File: src/rtl/desc_tile_scheduler_if.sv
// Bundles the descriptor-stream, DMA-command and compute-control signals of
// desc_tile_scheduler; master is the scheduler, slave is its environment.
interface desc_tile_scheduler_if;
  logic        start;
  logic [31:0] desc_word;
  logic        desc_valid;
  logic        desc_ready;
  logic        dma_cmd_valid;
  logic        dma_cmd_ready;
  logic [31:0] dma_dram_addr;
  logic [15:0] dma_sram_addr;
  logic [15:0] dma_length;
  logic [15:0] dma_stride;
  logic [1:0]  dma_buf_id;
  logic        dma_done;
  logic        comp_start;
  logic [1:0]  comp_buf_id;
  logic [15:0] comp_tile_h;
  logic [15:0] comp_tile_w;
  logic [15:0] comp_c_in;
  logic [7:0]  comp_flags;
  logic        comp_done;
  logic        layer_done;
  logic        busy;
  logic        err_no_weight;
  logic [15:0] tile_count;
  logic [2:0]  dbg_state;

  modport master (
    input  start, desc_word, desc_valid, dma_cmd_ready, dma_done, comp_done,
    output desc_ready, dma_cmd_valid, dma_dram_addr, dma_sram_addr, dma_length,
           dma_stride, dma_buf_id, comp_start, comp_buf_id, comp_tile_h,
           comp_tile_w, comp_c_in, comp_flags, layer_done, busy,
           err_no_weight, tile_count, dbg_state
  );

  modport slave (
    output start, desc_word, desc_valid, dma_cmd_ready, dma_done, comp_done,
    input  desc_ready, dma_cmd_valid, dma_dram_addr, dma_sram_addr, dma_length,
           dma_stride, dma_buf_id, comp_start, comp_buf_id, comp_tile_h,
           comp_tile_w, comp_c_in, comp_flags, layer_done, busy,
           err_no_weight, tile_count, dbg_state
  );
endinterface

File: src/rtl/desc_tile_scheduler.sv
// Layer sequencer: assembles 256-bit descriptors from a word stream, issues one
// DMA load per descriptor and kicks compute for activation tiles once weights are resident.
module desc_tile_scheduler #(
  parameter int MAX_TILES  = 65535,
  parameter int DESC_WORDS = 8
) (
  input  logic                 clk,
  input  logic                 rst_n,
  desc_tile_scheduler_if.master bus
);
  // Handshakes: a beat/command transfers on a rising clk edge where valid and
  // ready are both high; dma_cmd_valid, once raised, holds with stable fields
  // until that edge. done/start inputs are single-cycle pulses.
  localparam int CNT_W  = $clog2(DESC_WORDS);
  localparam int DESC_W = 32 * DESC_WORDS;

  localparam logic [1:0] BUF_ACTBUF_A = 2'b00;
  localparam logic [1:0] BUF_ACTBUF_B = 2'b01;
  localparam logic [1:0] BUF_WGTBUF   = 2'b10;
  localparam int FLAG_IS_WEIGHT    = 0;
  localparam int FLAG_IS_LAST_TILE = 1;

  typedef enum logic [2:0] {
    S_IDLE       = 3'd0,
    S_COLLECT    = 3'd1,
    S_ISSUE_DMA  = 3'd2,
    S_WAIT_DMA   = 3'd3,
    S_START_COMP = 3'd4,
    S_WAIT_COMP  = 3'd5
  } state_t;

  state_t             state_q, state_d;
  logic [CNT_W-1:0]   word_cnt_q, word_cnt_d;
  logic [DESC_W-1:0]  desc_q, desc_d;
  logic               wgt_loaded_q, wgt_loaded_d;
  logic               act_sel_q, act_sel_d;
  logic [15:0]        tile_count_q, tile_count_d;
  logic               err_q, err_d;
  logic               layer_done_q, layer_done_d;
  logic [1:0]         comp_buf_id_q, comp_buf_id_d;
  logic [15:0]        comp_tile_h_q, comp_tile_h_d;
  logic [15:0]        comp_tile_w_q, comp_tile_w_d;
  logic [15:0]        comp_c_in_q, comp_c_in_d;
  logic [7:0]         comp_flags_q, comp_flags_d;
  logic               dma_finish;

  // descriptor_t field map
  logic [31:0] f_dram;
  logic [15:0] f_sram, f_len, f_stride, f_tile_h, f_tile_w, f_c_in;
  logic [7:0]  f_flags;
  logic        f_is_wgt, f_is_last;
  logic [1:0]  act_buf;

  assign f_dram    = desc_q[255:224];
  assign f_sram    = desc_q[223:208];
  assign f_len     = desc_q[207:192];
  assign f_stride  = desc_q[191:176];
  assign f_tile_h  = desc_q[175:160];
  assign f_tile_w  = desc_q[159:144];
  assign f_c_in    = desc_q[143:128];
  assign f_flags   = desc_q[15:8];
  assign f_is_wgt  = f_flags[FLAG_IS_WEIGHT];
  assign f_is_last = f_flags[FLAG_IS_LAST_TILE];
  assign act_buf   = act_sel_q ? BUF_ACTBUF_B : BUF_ACTBUF_A;

  always_comb begin
    state_d       = state_q;
    word_cnt_d    = word_cnt_q;
    desc_d        = desc_q;
    wgt_loaded_d  = wgt_loaded_q;
    act_sel_d     = act_sel_q;
    tile_count_d  = tile_count_q;
    err_d         = err_q;
    layer_done_d  = 1'b0;
    comp_buf_id_d = comp_buf_id_q;
    comp_tile_h_d = comp_tile_h_q;
    comp_tile_w_d = comp_tile_w_q;
    comp_c_in_d   = comp_c_in_q;
    comp_flags_d  = comp_flags_q;
    dma_finish    = 1'b0;

    case (state_q)
      S_IDLE: begin
        if (bus.start) begin
          state_d      = S_COLLECT;
          word_cnt_d   = '0;
          tile_count_d = '0;
          err_d        = 1'b0;
          wgt_loaded_d = 1'b0;
          act_sel_d    = 1'b0;
        end
      end
      S_COLLECT: begin
        if (bus.desc_valid) begin
          // word0 ends up in the top 32 bits after DESC_WORDS shifts
          desc_d = {desc_q[DESC_W-33:0], bus.desc_word};
          if (word_cnt_q == CNT_W'(DESC_WORDS - 1)) begin
            word_cnt_d = '0;
            state_d    = S_ISSUE_DMA;
          end else begin
            word_cnt_d = word_cnt_q + 1'b1;
          end
        end
      end
      S_ISSUE_DMA: begin
        if (f_len == 16'd0) begin
          dma_finish = 1'b1;
        end else if (bus.dma_cmd_ready) begin
          state_d = S_WAIT_DMA;
        end
      end
      S_WAIT_DMA: begin
        if (bus.dma_done) dma_finish = 1'b1;
      end
      S_START_COMP: begin
        state_d = S_WAIT_COMP;
      end
      S_WAIT_COMP: begin
        if (bus.comp_done) begin
          if (tile_count_q != 16'(MAX_TILES)) tile_count_d = tile_count_q + 16'd1;
          act_sel_d = ~act_sel_q;
          if (f_is_last) begin
            layer_done_d = 1'b1;
            wgt_loaded_d = 1'b0;
            state_d      = S_IDLE;
          end else begin
            state_d = S_COLLECT;
          end
        end
      end
      default: state_d = S_IDLE;
    endcase

    // Shared completion path for a real dma_done and a skipped zero-length load
    if (dma_finish) begin
      if (f_is_wgt) begin
        wgt_loaded_d = 1'b1;
        state_d      = S_COLLECT;
      end else if (wgt_loaded_q) begin
        state_d       = S_START_COMP;
        comp_buf_id_d = act_buf;
        comp_tile_h_d = f_tile_h;
        comp_tile_w_d = f_tile_w;
        comp_c_in_d   = f_c_in;
        comp_flags_d  = f_flags;
      end else begin
        err_d   = 1'b1;
        state_d = S_COLLECT;
      end
    end
  end

  always_ff @(posedge clk or negedge rst_n) begin
    if (!rst_n) begin
      state_q       <= S_IDLE;
      word_cnt_q    <= '0;
      desc_q        <= '0;
      wgt_loaded_q  <= 1'b0;
      act_sel_q     <= 1'b0;
      tile_count_q  <= '0;
      err_q         <= 1'b0;
      layer_done_q  <= 1'b0;
      comp_buf_id_q <= '0;
      comp_tile_h_q <= '0;
      comp_tile_w_q <= '0;
      comp_c_in_q   <= '0;
      comp_flags_q  <= '0;
    end else begin
      state_q       <= state_d;
      word_cnt_q    <= word_cnt_d;
      desc_q        <= desc_d;
      wgt_loaded_q  <= wgt_loaded_d;
      act_sel_q     <= act_sel_d;
      tile_count_q  <= tile_count_d;
      err_q         <= err_d;
      layer_done_q  <= layer_done_d;
      comp_buf_id_q <= comp_buf_id_d;
      comp_tile_h_q <= comp_tile_h_d;
      comp_tile_w_q <= comp_tile_w_d;
      comp_c_in_q   <= comp_c_in_d;
      comp_flags_q  <= comp_flags_d;
    end
  end

  assign bus.desc_ready    = (state_q == S_COLLECT);
  assign bus.dma_cmd_valid = (state_q == S_ISSUE_DMA) && (f_len != 16'd0);
  assign bus.dma_dram_addr = f_dram;
  assign bus.dma_sram_addr = f_sram;
  assign bus.dma_length    = f_len;
  assign bus.dma_stride    = f_stride;
  assign bus.dma_buf_id    = f_is_wgt ? BUF_WGTBUF : act_buf;
  assign bus.comp_start    = (state_q == S_START_COMP);
  assign bus.comp_buf_id   = comp_buf_id_q;
  assign bus.comp_tile_h   = comp_tile_h_q;
  assign bus.comp_tile_w   = comp_tile_w_q;
  assign bus.comp_c_in     = comp_c_in_q;
  assign bus.comp_flags    = comp_flags_q;
  assign bus.layer_done    = layer_done_q;
  assign bus.busy          = (state_q != S_IDLE);
  assign bus.err_no_weight = err_q;
  assign bus.tile_count    = tile_count_q;
  assign bus.dbg_state     = state_q;
endmodule

File: src/flat_wrapper.sv
// flat-port wrapper written by rule: the top's interface ports become plain ports
module desc_tile_scheduler_flat 
#(
  parameter int MAX_TILES  = 65535,
  parameter int DESC_WORDS = 8
)
  (clk, rst_n, bus_start, bus_desc_word, bus_desc_valid, bus_dma_cmd_ready, bus_dma_done, bus_comp_done, bus_desc_ready, bus_dma_cmd_valid, bus_dma_dram_addr, bus_dma_sram_addr, bus_dma_length, bus_dma_stride, bus_dma_buf_id, bus_comp_start, bus_comp_buf_id, bus_comp_tile_h, bus_comp_tile_w, bus_comp_c_in, bus_comp_flags, bus_layer_done, bus_busy, bus_err_no_weight, bus_tile_count, bus_dbg_state);
  desc_tile_scheduler_if bus_i ();
  input  logic clk;
  input  logic rst_n;
  input wire logic [$bits(bus_i.start)-1:0] bus_start;
  input wire logic [$bits(bus_i.desc_word)-1:0] bus_desc_word;
  input wire logic [$bits(bus_i.desc_valid)-1:0] bus_desc_valid;
  input wire logic [$bits(bus_i.dma_cmd_ready)-1:0] bus_dma_cmd_ready;
  input wire logic [$bits(bus_i.dma_done)-1:0] bus_dma_done;
  input wire logic [$bits(bus_i.comp_done)-1:0] bus_comp_done;
  output wire logic [$bits(bus_i.desc_ready)-1:0] bus_desc_ready;
  output wire logic [$bits(bus_i.dma_cmd_valid)-1:0] bus_dma_cmd_valid;
  output wire logic [$bits(bus_i.dma_dram_addr)-1:0] bus_dma_dram_addr;
  output wire logic [$bits(bus_i.dma_sram_addr)-1:0] bus_dma_sram_addr;
  output wire logic [$bits(bus_i.dma_length)-1:0] bus_dma_length;
  output wire logic [$bits(bus_i.dma_stride)-1:0] bus_dma_stride;
  output wire logic [$bits(bus_i.dma_buf_id)-1:0] bus_dma_buf_id;
  output wire logic [$bits(bus_i.comp_start)-1:0] bus_comp_start;
  output wire logic [$bits(bus_i.comp_buf_id)-1:0] bus_comp_buf_id;
  output wire logic [$bits(bus_i.comp_tile_h)-1:0] bus_comp_tile_h;
  output wire logic [$bits(bus_i.comp_tile_w)-1:0] bus_comp_tile_w;
  output wire logic [$bits(bus_i.comp_c_in)-1:0] bus_comp_c_in;
  output wire logic [$bits(bus_i.comp_flags)-1:0] bus_comp_flags;
  output wire logic [$bits(bus_i.layer_done)-1:0] bus_layer_done;
  output wire logic [$bits(bus_i.busy)-1:0] bus_busy;
  output wire logic [$bits(bus_i.err_no_weight)-1:0] bus_err_no_weight;
  output wire logic [$bits(bus_i.tile_count)-1:0] bus_tile_count;
  output wire logic [$bits(bus_i.dbg_state)-1:0] bus_dbg_state;
  assign bus_i.start = bus_start;
  assign bus_i.desc_word = bus_desc_word;
  assign bus_i.desc_valid = bus_desc_valid;
  assign bus_i.dma_cmd_ready = bus_dma_cmd_ready;
  assign bus_i.dma_done = bus_dma_done;
  assign bus_i.comp_done = bus_comp_done;
  assign bus_desc_ready = bus_i.desc_ready;
  assign bus_dma_cmd_valid = bus_i.dma_cmd_valid;
  assign bus_dma_dram_addr = bus_i.dma_dram_addr;
  assign bus_dma_sram_addr = bus_i.dma_sram_addr;
  assign bus_dma_length = bus_i.dma_length;
  assign bus_dma_stride = bus_i.dma_stride;
  assign bus_dma_buf_id = bus_i.dma_buf_id;
  assign bus_comp_start = bus_i.comp_start;
  assign bus_comp_buf_id = bus_i.comp_buf_id;
  assign bus_comp_tile_h = bus_i.comp_tile_h;
  assign bus_comp_tile_w = bus_i.comp_tile_w;
  assign bus_comp_c_in = bus_i.comp_c_in;
  assign bus_comp_flags = bus_i.comp_flags;
  assign bus_layer_done = bus_i.layer_done;
  assign bus_busy = bus_i.busy;
  assign bus_err_no_weight = bus_i.err_no_weight;
  assign bus_tile_count = bus_i.tile_count;
  assign bus_dbg_state = bus_i.dbg_state;
  desc_tile_scheduler #(.MAX_TILES(MAX_TILES), .DESC_WORDS(DESC_WORDS)) u_core (.clk(clk), .rst_n(rst_n), .bus(bus_i));
endmodule
File: config.mk
export PLATFORM = sky130hd
export DESIGN_NAME = desc_tile_scheduler_flat
export DESIGN_NICKNAME = d
export VERILOG_FILES = /design/src/rtl/desc_tile_scheduler_if.sv /design/src/rtl/desc_tile_scheduler.sv /design/src/flat_wrapper.sv
export SDC_FILE = /design/constraint.sdc
export NUM_CORES = 1
export LEC_CHECK = 0
export ABC_CLOCK_PERIOD_IN_PS = 2000
export BUFFER_PORTS_ARGS = -buffer_cell sky130_fd_sc_hd__clkbuf_2
export CAP_MARGIN = 20
export CORE_MARGIN = 2
export CORE_UTILIZATION = 55
export DETAILED_ROUTE_END_ITERATION = 16
export PLACE_DENSITY_LB_ADDON = 0.1
export SYNTH_ARGS = -nofsm -noshare
export SYNTH_HDL_FRONTEND = slang
export SYNTH_SLANG_ARGS = --single-unit
File: constraint.sdc
create_clock -name clk -period 2 [get_ports clk]
set_input_delay 0.4 -clock clk [delete_from_list [all_inputs] [get_ports clk]]
set_output_delay 0.4 -clock clk [all_outputs]
set_load 0.005 [all_outputs]
==> reports/metrics.csv <==
stage,metric,value,unit
route,vias per std cell,5.29,
floorplan,CORE AREA,25000,um^2
clock_network,worst-skew pair later-pin latency,0.50,ns
global_route,largest net degree at the start of global routing,57,
timing,RSZ-0062 raised after global routing,yes,
synthesis,sequential element share of the synthesized area,61.0,%
placed_design,post-DP HPWL,16200,um
placed_design,number of port buffers,201,
synthesis,number of synthesized flops with an enable pin,0,
worst_setup_path,CP max FO,2,
floorplan,DIE HEIGHT,163,um
synthesis,mapped cell area,13900,um^2
timing,Max Fclk,433,MHz
route,Avg WL per Cell,17.9,um
global_route,number of global-route vias before repair,7946,
status,failing checks,negative setup slack,
synthesis,most frequent cell after synthesis,dfrtp_1,
clock_network,H-tree levels,2,
timing,clock skew,0.0138,ns
route,Initial DRC Count,379,
synthesis,ys async rst share,100,%
status,status,"complete, but fails checks",
placed_design,Placed Cells,1383,
worst_setup_path,critical path capture point type,primary output,
placed_design,GPL Wtd Cong,0.819,
timing,Setup WS post-layout,-0.307,ns
synthesis,ys flop type,dfrtp_1,
route,DRC errors left,0,
worst_setup_path,critical path required time,1.60,ns
timing,Final Cycle Share,115,%
floorplan,width of the die,163,um
synthesis,Seq cells post-synth,338,
synthesis,Ys Warns,0,
power_and_ir_drop,leakage power figure,0.00779,uW
synthesis,Synth top cells by count,"338 x dfrtp_1, 314 x mux2_2, 97 x buf_4, 21 x nand2_1, 13 x buf_2",
hold_path,hold crit path type,in2reg,
synthesis,Post-Synthesis Cells,919,
route,Via Count,7767,
timing,Final Hold Vio Count,0,
floorplan,Starting Density,55.5,%
synthesis,synthesized area per cell,15.1,um^2
clock_network,"Reg clk slew, reported paths",0.06,ns
flow_run,reported max-cap violation count,0,
synthesis,Yosys top cell by area,dfrtp_1,
worst_setup_path,CP startpoint kind,flop,
route,WL final,26300,um
global_route,first-pass GRT wire length,43000,um
worst_setup_path,WS Path Type,reg2out,
placed_design,Placement Setup Slack,-0.199,ns
clock_network,clock buffer depth,3,
clock_network,CTS Sinks,338,
power_and_ir_drop,Pwr Total,26400,uW
timing,Period minus WS final,2.31,ns
route,DR pass1 iterations,4,
layout,nets,1155,
timing,Worst-Margin Slew,0.578,ns
placed_design,DP Area,15000,um^2
global_route,gr ovfl total,0,
synthesis,post-synthesis cell type count,50,
global_route,global-route usage over all layers,20.4,%
timing,# setup viols final,57,
worst_setup_path,CP arrival,1.91,ns
route,ANT nets after route,0,
floorplan,I/O Pins,204,
floorplan,row count,58,
timing,Slew headroom,61.1,%
power_and_ir_drop,Peak VDD IR,1.11,mV
layout,Layout area overhead,21.3,%
layout,fraction of layout cells with a size suffix above 1,58.2,%
power_and_ir_drop,pwr dens,1570,nW/um^2
clock_network,TritonCTS Buffers,36,
floorplan,Die Footprint,26500,um^2
clock_network,Root Driver,clkbuf_16,
synthesis,main area contributors after synthesis,"dfrtp_1 61%, mux2_2 26%, buf_4 5.3%",
synthesis,Yosys top cell area share,61.0,%
timing,number of max-slew violations in the final report,0,
layout,post-route non-filler standard cell count,1468,
layout,Final Cell Area,16800,um^2
clock_network,CTS tree,done,
global_route,initial antenna violation count,1,
==> final cells by class <==
type	count	area [um^2]
clock inverter	7	62.6
sequential	338	8460
fill	1829	8150
inverter	7	26.3
clock buffer	55	1060
timing repair buffer	281	2060
antenna	1	2.50
tap	330	413
multi-input combinational	449	4720
==> cells in the final DEF (no fill, tap or decap), types with 4 or more instances in the layout <==
cell type	count
clkbuf_8	7
dfrtp_1	337
and3_1	4
nor4_1	7
clkbuf_16	37
nand2b_1	9
clkbuf_1	11
nand2_1	21
a22o_1	4
mux2i_1	10
buf_12	23
buf_16	6
nor3_1	4
mux2_2	258
inv_1	7
buf_6	5
buf_4	43
nor2_1	9
mux2_4	56
clkbuf_2	200
clkinv_2	5
a21oi_1	6
==> sequential cells by signal, summed over array words and instances, names as in the netlist <==
signal / flops
u_core.desc_q: 256
u_core.bus.comp_c_in: 16
u_core.bus.comp_tile_h: 16
u_core.bus.comp_tile_w: 16
u_core.bus.tile_count: 16
u_core.bus.comp_flags: 7
u_core.bus.dbg_state: 3
u_core.word_cnt_q: 3
u_core.act_sel_q: 1
u_core.bus.comp_buf_id: 1
u_core.bus.err_no_weight: 1
u_core.bus.layer_done: 1
u_core.wgt_loaded_q: 1
==> cells by family after synthesis <==
group / share of synthesized area [%]
compound gates: 1.95
fa+ha+maj: 0.271
buf+inv: 7.01
flops: 61.0
mux: 26.2
other cells: 0.0271
simple gates: 3.45
==> path summary, 6_finish.rpt <==
| kind | startpoint | to | slack (ns) | cells past startpoint |
|---|---|---|---|---|
| worst min register to register | u_core.wgt_loaded_q | u_core.bus.err_no_weight | 0.47 | 1 |
| worst min-delay path | bus_desc_word[19] | u_core.desc_q[19] | 0.13 | 2 |
| min in group asynchronous | rst_n | u_core.bus.tile_count[0] | 0.41 | 2 |
| worst max register to register | u_core.desc_q[194] | u_core.bus.comp_tile_w[15] | -0.20 | 9 |
| worst max-delay path | u_core.desc_q[194] | bus_dma_cmd_valid | -0.31 | 6 |
| max in group asynchronous | rst_n | u_core.desc_q[219] | 0.86 | 3 |
==> per-layer routing <==
metal / vias up / routed length, um / track usage [%]
li1: 3564 / - / -
met1: 3982 / 12200 / 29.9
met2: 181 / 12100 / 31.1
met3: 40 / 1540 / 4.41
met4: 0 / 499 / 5.59
met5: - / 0 / 0
==> repair_timing <==
action,4_1_cts,5_1_grt
setup endpoints to repair,60,64
hold buffers,1,0
endpoints found under the hold margin,44,0
buffers inserted,13,4
pin swaps,3,3
gates cloned,9,0
gates resized for setup,81,19
==> metrics by stage <==
step	setup TNS, ns	utilization, %	hold WS, ns
finish	-7.71	67.3	0.127
global route	-13.11	67.3	0.109
CTS	-7.60	67.2	0.104
detailed placement	-9.95	60.2	0.371
global placement	-9.45	60.2	0.369
floorplan	0	-	0.104
==> critical path, stage by stage, from the launching register on <==
cell and delay (ns):
dfrtp_1 0.41, nor4_4 0.31, buf_4 0.17, nand4_1 0.13, buf_4 0.18, and2_4 0.12
clkbuf_2 0.10
==> power by group <==
| part | switching (uW) | leakage (uW) | internal [uW] |
|---|---|---|---|
| Combinational | 2970 | 0.00310 | 5270 |
| Sequential | 1920 | 0.00414 | 9900 |
| Clock | 2540 | 0.000553 | 3780 |
No activity file was read; power rests on OpenSTA's default activity.
